## src/rtl/imem_loader.sv

```systemverilog
// imem_loader: byte-stream program loader for the instruction memory.
// Accepts framed bytes (SYNC_BYTE, length L, 4*L little-endian data bytes,
// XOR checksum). Each completed word is written to sequential word addresses.
// The core is held in reset until a frame passes its checksum.
//
// Ports:
//   clk, rst            clock and synchronous active-high reset
//   rx_data/rx_valid    incoming byte stream
//   rx_ready            byte accepted when rx_valid && rx_ready (state decode)
//   start               re-arms the loader from DONE or ERR
//   wr_en/addr/data     registered instruction-memory write port
//   cpu_rst             holds the core in reset while high
//   done / err          frame accepted / rejected
//   words_loaded        words written in the current frame
module imem_loader #(
    parameter int unsigned WORDS     = 64,
    parameter int unsigned ADDR_W    = 6,
    parameter logic [7:0]  SYNC_BYTE = 8'hA5
) (
    input  logic              clk,
    input  logic              rst,
    input  logic [7:0]        rx_data,
    input  logic              rx_valid,
    output logic              rx_ready,
    input  logic              start,
    output logic              wr_en,
    output logic [ADDR_W-1:0] wr_addr,
    output logic [31:0]       wr_data,
    output logic              cpu_rst,
    output logic              done,
    output logic              err,
    output logic [ADDR_W:0]   words_loaded
);

    localparam int unsigned CNT_W = ADDR_W + 1;

    typedef enum logic [2:0] {
        S_SYNC,
        S_LEN,
        S_DATA,
        S_CSUM,
        S_DONE,
        S_ERR
    } state_t;

    state_t            state_q,   state_d;
    logic [CNT_W-1:0]  len_q,     len_d;
    logic [CNT_W-1:0]  cnt_q,     cnt_d;
    logic [1:0]        lane_q,    lane_d;
    logic [23:0]       asm_q,     asm_d;
    logic [7:0]        xor_q,     xor_d;
    logic              wr_en_q,   wr_en_d;
    logic [ADDR_W-1:0] wr_addr_q, wr_addr_d;
    logic [31:0]       wr_data_q, wr_data_d;
    logic              cpu_rst_q, cpu_rst_d;
    logic              done_q,    done_d;
    logic              err_q,     err_d;

    logic              accept;
    logic [CNT_W-1:0]  cnt_inc;

    // Ready is a pure decode of the state: only the terminal states refuse bytes.
    assign rx_ready = !(state_q == S_DONE || state_q == S_ERR);
    assign accept   = rx_valid && rx_ready;
    assign cnt_inc  = cnt_q + CNT_W'(1);

    // Next-state and next-output logic.
    always_comb begin
        state_d   = state_q;
        len_d     = len_q;
        cnt_d     = cnt_q;
        lane_d    = lane_q;
        asm_d     = asm_q;
        xor_d     = xor_q;
        wr_en_d   = 1'b0;
        wr_addr_d = wr_addr_q;
        wr_data_d = wr_data_q;
        cpu_rst_d = cpu_rst_q;
        done_d    = done_q;
        err_d     = err_q;

        case (state_q)
            S_SYNC: begin
                if (accept && rx_data == SYNC_BYTE) begin
                    state_d = S_LEN;
                    cnt_d   = '0;
                    lane_d  = '0;
                    xor_d   = '0;
                end
            end
            S_LEN: begin
                if (accept) begin
                    if (rx_data != 8'd0 && 32'(rx_data) <= WORDS) begin
                        len_d   = CNT_W'(rx_data);
                        state_d = S_DATA;
                    end else begin
                        state_d = S_ERR;
                        err_d   = 1'b1;
                    end
                end
            end
            S_DATA: begin
                if (accept) begin
                    xor_d  = xor_q ^ rx_data;
                    lane_d = lane_q + 2'd1;
                    if (lane_q == 2'd0) begin
                        asm_d[7:0] = rx_data;
                    end else if (lane_q == 2'd1) begin
                        asm_d[15:8] = rx_data;
                    end else if (lane_q == 2'd2) begin
                        asm_d[23:16] = rx_data;
                    end else begin
                        // Lane 3 completes the word; write it straight from the input.
                        wr_en_d   = 1'b1;
                        wr_addr_d = cnt_q[ADDR_W-1:0];
                        wr_data_d = {rx_data, asm_q};
                        cnt_d     = cnt_inc;
                        if (cnt_inc == len_q) begin
                            state_d = S_CSUM;
                        end
                    end
                end
            end
            S_CSUM: begin
                if (accept) begin
                    if (rx_data == xor_q) begin
                        state_d   = S_DONE;
                        done_d    = 1'b1;
                        cpu_rst_d = 1'b0;
                    end else begin
                        state_d = S_ERR;
                        err_d   = 1'b1;
                    end
                end
            end
            S_DONE, S_ERR: begin
                if (start) begin
                    state_d   = S_SYNC;
                    done_d    = 1'b0;
                    err_d     = 1'b0;
                    cpu_rst_d = 1'b1;
                    cnt_d     = '0;
                end
            end
            default: begin
                state_d = S_SYNC;
            end
        endcase
    end

    // State and output registers.
    always_ff @(posedge clk) begin
        if (rst) begin
            state_q   <= S_SYNC;
            len_q     <= '0;
            cnt_q     <= '0;
            lane_q    <= '0;
            asm_q     <= '0;
            xor_q     <= '0;
            wr_en_q   <= 1'b0;
            wr_addr_q <= '0;
            wr_data_q <= '0;
            cpu_rst_q <= 1'b1;
            done_q    <= 1'b0;
            err_q     <= 1'b0;
        end else begin
            state_q   <= state_d;
            len_q     <= len_d;
            cnt_q     <= cnt_d;
            lane_q    <= lane_d;
            asm_q     <= asm_d;
            xor_q     <= xor_d;
            wr_en_q   <= wr_en_d;
            wr_addr_q <= wr_addr_d;
            wr_data_q <= wr_data_d;
            cpu_rst_q <= cpu_rst_d;
            done_q    <= done_d;
            err_q     <= err_d;
        end
    end

    assign wr_en        = wr_en_q;
    assign wr_addr      = wr_addr_q;
    assign wr_data      = wr_data_q;
    assign cpu_rst      = cpu_rst_q;
    assign done         = done_q;
    assign err          = err_q;
    assign words_loaded = cnt_q;

endmodule

```

## config.mk

```make
export PLATFORM = sky130hd
export DESIGN_NAME = imem_loader
export DESIGN_NICKNAME = d
export VERILOG_FILES = /design/src/rtl/imem_loader.sv
export SDC_FILE = /design/constraint.sdc
export NUM_CORES = 1
export LEC_CHECK = 0
export BUFFER_PORTS_ARGS = -buffer_cell sky130_fd_sc_hd__buf_2
export CAP_MARGIN = 5
export CORE_ASPECT_RATIO = 1.4
export CORE_MARGIN = 2
export CORE_UTILIZATION = 51
export DETAILED_ROUTE_END_ITERATION = 12
export GPL_TIMING_DRIVEN = 1
export MAX_ROUTING_LAYER = met4
export PLACE_DENSITY_LB_ADDON = 0.05
export SKIP_CTS_REPAIR_TIMING = 1
export SLEW_MARGIN = 20
export SYNTH_ARGS = -nofsm -noshare
export SYNTH_HDL_FRONTEND = slang
export SYNTH_SLANG_ARGS = --single-unit
```

## constraint.sdc

```tcl
create_clock -name clk -period 2 [get_ports clk]
set_clock_uncertainty 0.2 [all_clocks]
set_input_delay 0.2 -clock clk [delete_from_list [all_inputs] [get_ports clk]]
set_output_delay 0.2 -clock clk [all_outputs]
set_load 0.05 [all_outputs]
```

==> flow_metrics.tcl, run 1 <==
set metrics [dict create \
    dpl-instance-area_um2 4640 \
    layout_min_cycle_time_ns 1.93 \
    drive_gt1_share_pct 26.3 \
    layout_common_cells "nand2_1 (99), dfxtp_1 (87), buf_2 (61)" \
    crit_buf_inv 1 \
    finalSetupViolCount 0 \
    post_synth.cell_area_avg_um2 8.36 \
    netlist_area_um2 3970 \
    antenna_cells 0 \
    status "complete, but fails checks" \
    fill_cells 707 \
    arrival_ns 2.05 \
    final-max-slew-violation-count 0 \
    cts-buffers-inserted 9 \
    finalHoldWorstSlack_ns -0.00531 \
    rsz0062_at_grt "true" \
    grt_pass1_vias 3196 \
    grt_first_pass_wirelength_mm 16.0 \
    worstSetupPathType "reg -> reg" \
    syn_nets 491 \
    crit_family "compound AO/OA/AOI/OAI gates" \
    grt_use_met1_pct 29.9 \
    tightest_slew_ns 0.518 \
    grt_util_met2_pct 41.8 \
    antenna_left 0 \
    async_flop_share_pct 0 \
    avgViaCountPerCell 5.38 \
    antenna_found_initial 0 \
    fin_crit_sh_pct 96.5 \
    p_sw_mw 0.739 \
    power.leakage_nw 2.00 \
    dieWidth_um 78.6 \
    h-tree-depth 3 \
    slew_headroom_pct 65.5 \
    maxCapViolations 0 \
    rows 38 \
    crit_path_max_incr_delay_ns 0.38 \
    dp.cells 644 \
    synthCells 475 \
    layout_commonest_cell "nand2_1" \
    hold_path.class "in -> reg" \
    cts_sinks 93 \
    ys.flop_type "dfxtp_1" \
    drt_iter0_markers 166 \
    p_int_mw 2.59 \
    drc 0 \
    slowest_stage "o41ai_2" \
    violations "hold timing" \
    path_clk_slew_ns 0.09 \
    place_congestion 0.872 \
    finish.utilization_pct 65.2 \
    finalHoldViolations 4 \
    cp-start-kind "flip-flop" \
    synth_seq_cells 93 \
    synth_edf_count 0 \
    swShare_pct 22.2 \
    fin_area_um2 4990 \
    ys_warn_count 0 \
    powerDensity_nw_per_um2 667 \
    io_buffers 61 \
    vdd_drop_max_uv 512 \
    crit_required_ns 2.12 \
    worstPathCellList "ha_4, and3_4, nand3_2, xnor2_1, o41ai_2, buf_4, a41o_1" \
    drt_wl_total_mm 10.1 \
    syn2layout_area_growth_pct 25.6 \
    instances_no_fill 662 \
    wl_per_cell_um 15.3 \
    die_area_um2 8520 \
    grt_start_max_net_pins 51 \
    path_max_fanout 5 \
    start_util_pct 51.9 \
    clkPwrFrac_pct 40.5 \
    busiest_layer "met2" \
    tns_ns 0 \
    place_hpwl_mm 6.97 \
    power_frac_comb_pct 3.9 \
    tritoncts "built" \
    p_seq_share_pct 55.6 \
    fin_nets 575 \
    cp-end-kind "flip-flop" \
    yosysSeqAreaShare_pct 46.9 \
    clockBufferDepth 2 \
    grt.overflow.total 0 \
    ios 62 \
    design.core.area_um2 7650 \
    grtUsageTotal_pct 24.9 \
    clockRootBuffer "clkbuf_8" \
    fp.dieH_um 108 \
    ys_types 50 \
    routed-via-count 3560 \
    clock_latency_ns 0.37 \
    first_pass_iters 5 \
    fmax_mhz 518 \
    grtUsageMet3_pct 3.67 \
]
-- synthesized netlist by cell type, types with 2 or more instances --
cell | number | area share, %
nand2_1 | 99 | 9.4
dfxtp_1 | 93 | 47
a21oi_1 | 54 | 6.8
nor2_1 | 38 | 3.6
mux2i_1 | 24 | 6.0
clkbuf_1 | 23 | 2.2
o21ai_0 | 15 | 1.9
nand2b_1 | 13 | 2.0
buf_2 | 12 | 1.5
nand3_1 | 12 | 1.5
o311ai_0 | 10 | 2.2
xor2_1 | 7 | 1.5
inv_1 | 6 | 0.57
xnor2_1 | 6 | 1.3
nor3_1 | 5 | 0.63
ha_1 | 4 | 1.3
a211oi_1 | 3 | 0.57
a311oi_1 | 3 | 0.66
and3_1 | 3 | 0.47
buf_1 | 3 | 0.28
nand4_1 | 3 | 0.47
nor2b_1 | 3 | 0.47
a32oi_1 | 2 | 0.44
a41oi_1 | 2 | 0.44
and2_1 | 2 | 0.32
nand3b_1 | 2 | 0.38
nor3b_1 | 2 | 0.38
o21a_1 | 2 | 0.38
o22ai_1 | 2 | 0.32
or2_2 | 2 | 0.32
-- layer usage --
layer / part of all wire (%) / wire (µm) / up-vias
met5: 0 / 0 / -
met4: 2.0 / 206 / 0
met3: 3.7 / 372 / 16
met2: 50 / 5060 / 82
met1: 44 / 4460 / 1672
li1: - / - / 1790
-- flip-flops by register name, summed over array words and instances (netlist names), 2 cells and up --
name	count
state_q	3
words_loaded	7
len_q	7
lane_q	2
wr_addr	6
wr_data	32
asm_q	24
xor_q	8
-- metrics by stage --
| stage | power (mW) | setup WS (ns) |
|---|---|---|
| floorplan | 1.96 | -0.0323 |
| global placement | 2.01 | -0.135 |
| detailed placement | 2.01 | -0.169 |
| CTS | 3.34 | -0.193 |
| global route | 3.43 | -0.0271 |
| finish | 3.32 | 0.0701 |
-- worst register-to-register path, cell delays in order, from the launching register on --
cell     delay, ns
dfxtp_2       0.36
ha_4          0.16
and3_4        0.20
nand3_2       0.10
xnor2_1       0.16
o41ai_2       0.38
buf_4         0.17
a41o_1        0.15
-- power by group through the flow --
stage / Combinational [mW] / Clock (mW) / Sequential (mW)
final: 0.129 / 1.35 / 1.85
after global routing: 0.139 / 1.44 / 1.85
after CTS: 0.121 / 1.37 / 1.85
after detailed placement: 0.121 / 0 / 1.89
after global placement: 0.119 / 0 / 1.89
after floorplan: 0.0683 / 0 / 1.89
-- worst paths after layout --
kind                        start         end  slack [ns]  cells past startpoint
hold reg to reg          asm_q[6]  wr_data[6]        0.25                      2
setup reg to reg  words_loaded[0]  state_q[0]        0.07                      7
hold / removal         rx_data[0]    len_q[0]      -0.005                      3
setup / recovery  words_loaded[0]  state_q[0]        0.07                      7
-- cell families (layout without fill, tap and decap cells) --
group	count (synthesis)	after routing	synth area share (%)
AO/OA/AOI/OAI	103	103	16.0
AND/OR/NAND/NOR	193	193	22.1
flip-flops	93	93	46.9
adder cells (fa/ha/maj)	4	4	1.26
buffers and inverters	45	132	4.82
multiplexers	24	24	6.05
XOR/XNOR	13	13	2.87
-- cell type report --
class                   instances  area [µm²]  area share (%)
flip-flops and latches         93        1870            37.5
clock inverters                 4        73.8            1.48
well taps                     100         125            2.51
repair buffers                112         763            15.3
inverters                       6        22.5           0.452
clock buffers                  10         128            2.56
multi-input cells             337        2010            40.2
Note: power is estimated with default switching activity, not from simulation.
==> run 2, diff against run 1 <==
==> constraint.sdc (replaced) <==
create_clock -name clk -period 2 [get_ports clk]
set_clock_uncertainty 0.2 [all_clocks]
set_input_delay 0.4 -clock clk [delete_from_list [all_inputs] [get_ports clk]]
set_output_delay 0.4 -clock clk [all_outputs]
set_load 0.05 [all_outputs]
==> flow_metrics.tcl, run 2 (synthesis results as in run 1) <==
set metrics [dict create \
    dieWidth_um 78.6 \
    ios 62 \
    powerDensity_nw_per_um2 671 \
    path_max_fanout 4 \
    p_seq_share_pct 54.7 \
    grt_first_pass_wirelength_mm 15.9 \
    fmax_mhz 514 \
    drt_wl_total_mm 10.3 \
    path_clk_slew_ns 0.09 \
    layout_commonest_cell "nand2_1" \
    crit_required_ns 1.40 \
    drt_iter0_markers 144 \
    routed-via-count 3609 \
    die_area_um2 8520 \
    clkPwrFrac_pct 41.3 \
    final-max-slew-violation-count 0 \
    worstReg2RegStart "words_loaded[0]" \
    drc 0 \
    tightest_slew_ns 0.492 \
    fin_nets 579 \
    drive_gt1_share_pct 28.5 \
    avgViaCountPerCell 5.39 \
    busiest_layer "met2" \
    worstSetupPathType "reg -> out" \
    finalSetupViolCount 0 \
    first_pass_iters 5 \
    vdd_drop_max_uv 355 \
    hold_path.class "in -> reg" \
    wl_per_cell_um 15.3 \
    place_hpwl_mm 7.14 \
    rows 38 \
    grt_pass1_vias 3303 \
    crit_path_max_incr_delay_ns 0.42 \
    antenna_found_initial 1 \
    cts_sinks 93 \
    grtUsageTotal_pct 24.9 \
    h-tree-depth 3 \
    fp.dieH_um 108 \
    grt_util_met2_pct 40.8 \
    place_congestion 0.895 \
    power.leakage_nw 2.03 \
    grt_use_met1_pct 29.6 \
    crit_family "buffers and inverters" \
    layout_common_cells "nand2_1 (99), dfxtp_1 (86), buf_2 (61)" \
    maxCapViolations 0 \
    antenna_left 0 \
    finalHoldViolations 0 \
    largest_register_ff_count 32 \
    min-delay-start "rst" \
    grt_start_max_net_pins 53 \
    design.core.area_um2 7650 \
    tritoncts "built" \
    clockRootBuffer "clkbuf_8" \
    crit_path_start "state_q[1]" \
    cts-buffers-inserted 9 \
    finalHoldWorstSlack_ns 0.113 \
    power_frac_comb_pct 3.9 \
    fill_cells 708 \
    rsz0062_at_grt "false" \
    p_sw_mw 0.743 \
    status "completed" \
    crit_buf_inv 3 \
    fin_crit_sh_pct 97.3 \
    layout_min_cycle_time_ns 1.95 \
    clockBufferDepth 2 \
    arrival_ns 1.35 \
    grt.overflow.total 0 \
    slowest_stage "dfxtp_1" \
    worstPathCellList "nor2b_4, buf_4, inv_2, buf_2" \
    io_buffers 61 \
    slew_headroom_pct 66.9 \
    clock_latency_ns 0.37 \
    grtUsageMet3_pct 4.09 \
    cp-start-kind "flip-flop" \
    cp-end-kind "output port" \
    syn2layout_area_growth_pct 26.7 \
    p_int_mw 2.64 \
    tns_ns 0 \
    start_util_pct 51.9 \
    swShare_pct 22.0 \
]
[run 2: cell count changes in the layout (fill, tap and decap cells not counted), moves of 2 or more]
cell,delta
buf_12,-2
buf_6,-2
dlygate4sd3_1,-4
buf_4,+12
o311ai_1,+6
inv_2,+2
o311ai_0,-6
clkbuf_1,+2
inv_1,-2
[run 2: area by class of cell]
| type | count | area (µm²) | share of cell area (%) |
|---|---|---|---|
| Clock buffer | 13 | 149 | 2.96 |
| Clock inverter | 3 | 68.8 | 1.37 |
| Inverter | 6 | 22.5 | 0.448 |
| Antenna cell | 1 | 2.50 | 0.0497 |
| Tap cell | 100 | 125 | 2.49 |
| Multi-Input combinational cell | 337 | 2040 | 40.6 |
| Timing Repair Buffer | 116 | 751 | 14.9 |
| Sequential cell | 93 | 1870 | 37.2 |
[run 2: stage by stage]
| stage | utilization (%) | std cells | setup slack, ns | power, mW | area [µm²] |
|---|---|---|---|---|---|
| after detailed placement | 61.5 | 652 | -0.101 | 2.02 | 4710 |
| after global routing | 65.7 | 669 | 0.000361 | 3.50 | 5030 |
| final | 65.7 | 669 | 0.0545 | 3.38 | 5030 |
| after floorplan | - | 475 | -0.0421 | 1.96 | 4010 |
| after CTS | 64.3 | 668 | -0.131 | 3.40 | 4920 |
| after global placement | 61.5 | 652 | -0.0975 | 2.02 | 4710 |
[run 2: final timing paths]
kind	slack (ns)	end	cells after the start
worst max-delay path	0.05	rx_ready	4
worst max register to register	0.08	state_q[0]	6
worst min-delay path	0.11	done	2
worst min register to register	0.25	wr_data[9]	2
[run 2: worst register-to-register path: stages, from the launching register on]
cell and delay (ns):
dfxtp_2 0.35, ha_4 0.17, and2_1 0.17, nor2b_1 0.12, o311ai_0 0.33, o311ai_1 0.21
a41o_1 0.27
[run 2: routing by layer]
layer  share of wire [%]  wire, µm
met3                 2.9       299
met1                  44      4540
met5                   0         0
met2                  50      5100
met4                 3.1       316
[run 2: power groups by stage]
stage	clock (mW)	sequential, mW	combinational, mW
floorplan	0	1.89	0.0711
global placement	0	1.89	0.129
detailed placement	0	1.89	0.129
CTS	1.42	1.85	0.130
global route	1.51	1.85	0.139
finish	1.40	1.85	0.133
==> run 3, diff against run 2 <==
- ABC_CLOCK_PERIOD_IN_PS: default -> 2000
- CELL_PAD_IN_SITES_DETAIL_PLACEMENT: default -> 0
- CELL_PAD_IN_SITES_GLOBAL_PLACEMENT: default -> 1
- CORE_UTILIZATION: 51 -> 38
==> flow_metrics.tcl, run 3 (synthesis results as in run 1) <==
set metrics [dict create \
    status "completed" \
    grt_first_pass_wirelength_mm 17.2 \
    cts_sinks 93 \
    reg2reg_to "words_loaded[6]" \
    grt.overflow.total 0 \
    reg2regPathDepth 8 \
    cts-buffers-inserted 9 \
    multi_input_area_um2 2030 \
    place_ws_ns -0.157 \
    first_pass_iters 4 \
    powerDensity_nw_per_um2 712 \
    crit_path_frequent_cell "buf_4" \
    rows 44 \
    route.met3.wl_um 286 \
    wl_met1_mm 4.92 \
    maxCapViolations 0 \
    setup_ws_ns 0.0932 \
    routed-via-count 3540 \
    grt_pass1_vias 3394 \
    clock_latency_ns 0.33 \
    register_area_um2 1870 \
    cp-end-kind "flip-flop" \
    finalSetupViolCount 0 \
    arrival_ns 1.95 \
    design.core.area_um2 10300 \
    path_max_fanout 5 \
    highest_layer "met4" \
    cp-endpoint "words_loaded[6]" \
    die_area_um2 11300 \
    cp.depth 8 \
    dieWidth_um 90.4 \
    crit_buf_inv 3 \
    fin_crit_sh_pct 95.3 \
    drt_wl_total_mm 10.4 \
    tritoncts "built" \
    antenna_left 0 \
    clockBufferDepth 2 \
    met2_length_mm 5.04 \
    r2r_slack_ns 0.09 \
    fin_area_um2 5200 \
    grtUsageTotal_pct 19.6 \
    dpl-instance-area_um2 4800 \
    slew_headroom_pct 73.8 \
    worstPathCellList "buf_4, ha_1, nor3_1, buf_4, buf_4, a221oi_4, nor2_4, a311oi_2" \
    layout_common_cells "nand2_1 (99), dfxtp_1 (87), buf_2 (61)" \
    clockRootBuffer "clkbuf_16" \
    syn2layout_area_growth_pct 30.8 \
    layout_commonest_cell "nand2_1" \
    antenna_found_initial 0 \
    drc 0 \
    worstReg2RegStart "lane_q[1]" \
    avgViaCountPerCell 5.01 \
    holdPathStages 4 \
    p_total_mw 3.70 \
    crit_family "compound AO/OA/AOI/OAI gates" \
    start_util_pct 38.6 \
    crit_required_ns 2.04 \
    dp.cells 691 \
    fmax_mhz 524 \
    drive_gt1_share_pct 28.2 \
    rsz0062_at_grt "true" \
    crit_path_max_incr_delay_ns 0.35 \
    place_congestion 0.844 \
    final-max-slew-violation-count 0 \
    ios 62 \
    worstSetupPathType "reg -> reg" \
    tightest_slew_ns 0.385 \
    io_buffers 61 \
    wl_per_cell_um 14.7 \
    hold_path.class "in -> reg" \
    layout_min_cycle_time_ns 1.91 \
    place_hpwl_mm 7.43 \
    crit_path_start "lane_q[1]" \
    path_clk_slew_ns 0.06 \
    vdd_drop_max_uv 385 \
    power.leakage_nw 2.09 \
    antenna_cells 0 \
    grt_start_max_net_pins 57 \
    cp-start-kind "flip-flop" \
    fill_cells 1039 \
    fin_nets 581 \
    h-tree-depth 3 \
    fp.dieH_um 125 \
    instances_no_fill 706 \
    slowest_stage "dfxtp_1" \
    drt_iter0_markers 138 \
    largest_register_ff_count 32 \
    finalHoldViolations 0 \
]
## run 3: changes by cell type in the layout (fill, tap and decap cells not counted), sizes merged
cell | previous run | this run
clkinvlp | 0 | 1
buf | 116 | 118
diode | 1 | 0
bufinv | 2 | 1
clkbuf | 13 | 11
## run 3: metal layers
layer  vias to the layer above  track usage, %
met5                         -               -
met4                         0            6.61
met3                        12            3.37
met2                        60            31.2
met1                      1658            25.3
li1                       1810               -
## run 3: cell type report
type | instances | area share [%]
Multi-Input combinational cell | 337 | 39.1
Sequential cell | 93 | 36.0
Timing Repair Buffer | 118 | 15.4
Clock buffer | 11 | 4.86
Tap cell | 138 | 3.32
Clock inverter | 3 | 0.891
Inverter | 6 | 0.433
## run 3: power breakdown
group          total [mW]  internal [mW]  switching (mW)
combinational       0.142         0.0502          0.0919
sequential           1.85           1.85        0.000184
clock                1.71           1.02           0.682
## run 3: worst min path at each step
stage,startpoint,endpoint
2_1_floorplan,asm_q[18],wr_data[18]
3_3_place_gp,wr_data[24],wr_data[24]
3_5_place_dp,wr_data[12],wr_data[12]
4_1_cts,start,done
5_1_grt,wr_data[14],wr_data[14]
6_report,start,done
## run 3: through the flow
stage	hold slack, ns	util (%)	setup TNS, ns
2_1_floorplan	0.231	-	-0.0588
3_3_place_gp	0.241	46.6	-1.13
3_5_place_dp	0.244	46.6	-1.62
4_1_cts	0.239	49.5	-0.811
5_1_grt	0.265	50.5	-0.0981
6_report	0.245	50.5	0
## run 3: worst reg2reg max path: stages, from the launching register on
cell and delay, ns:
dfxtp_1 0.35, buf_4 0.12, ha_1 0.16, nor3_1 0.05
buf_4 0.15, buf_4 0.14, a221oi_4 0.29, nor2_4 0.11
a311oi_2 0.26
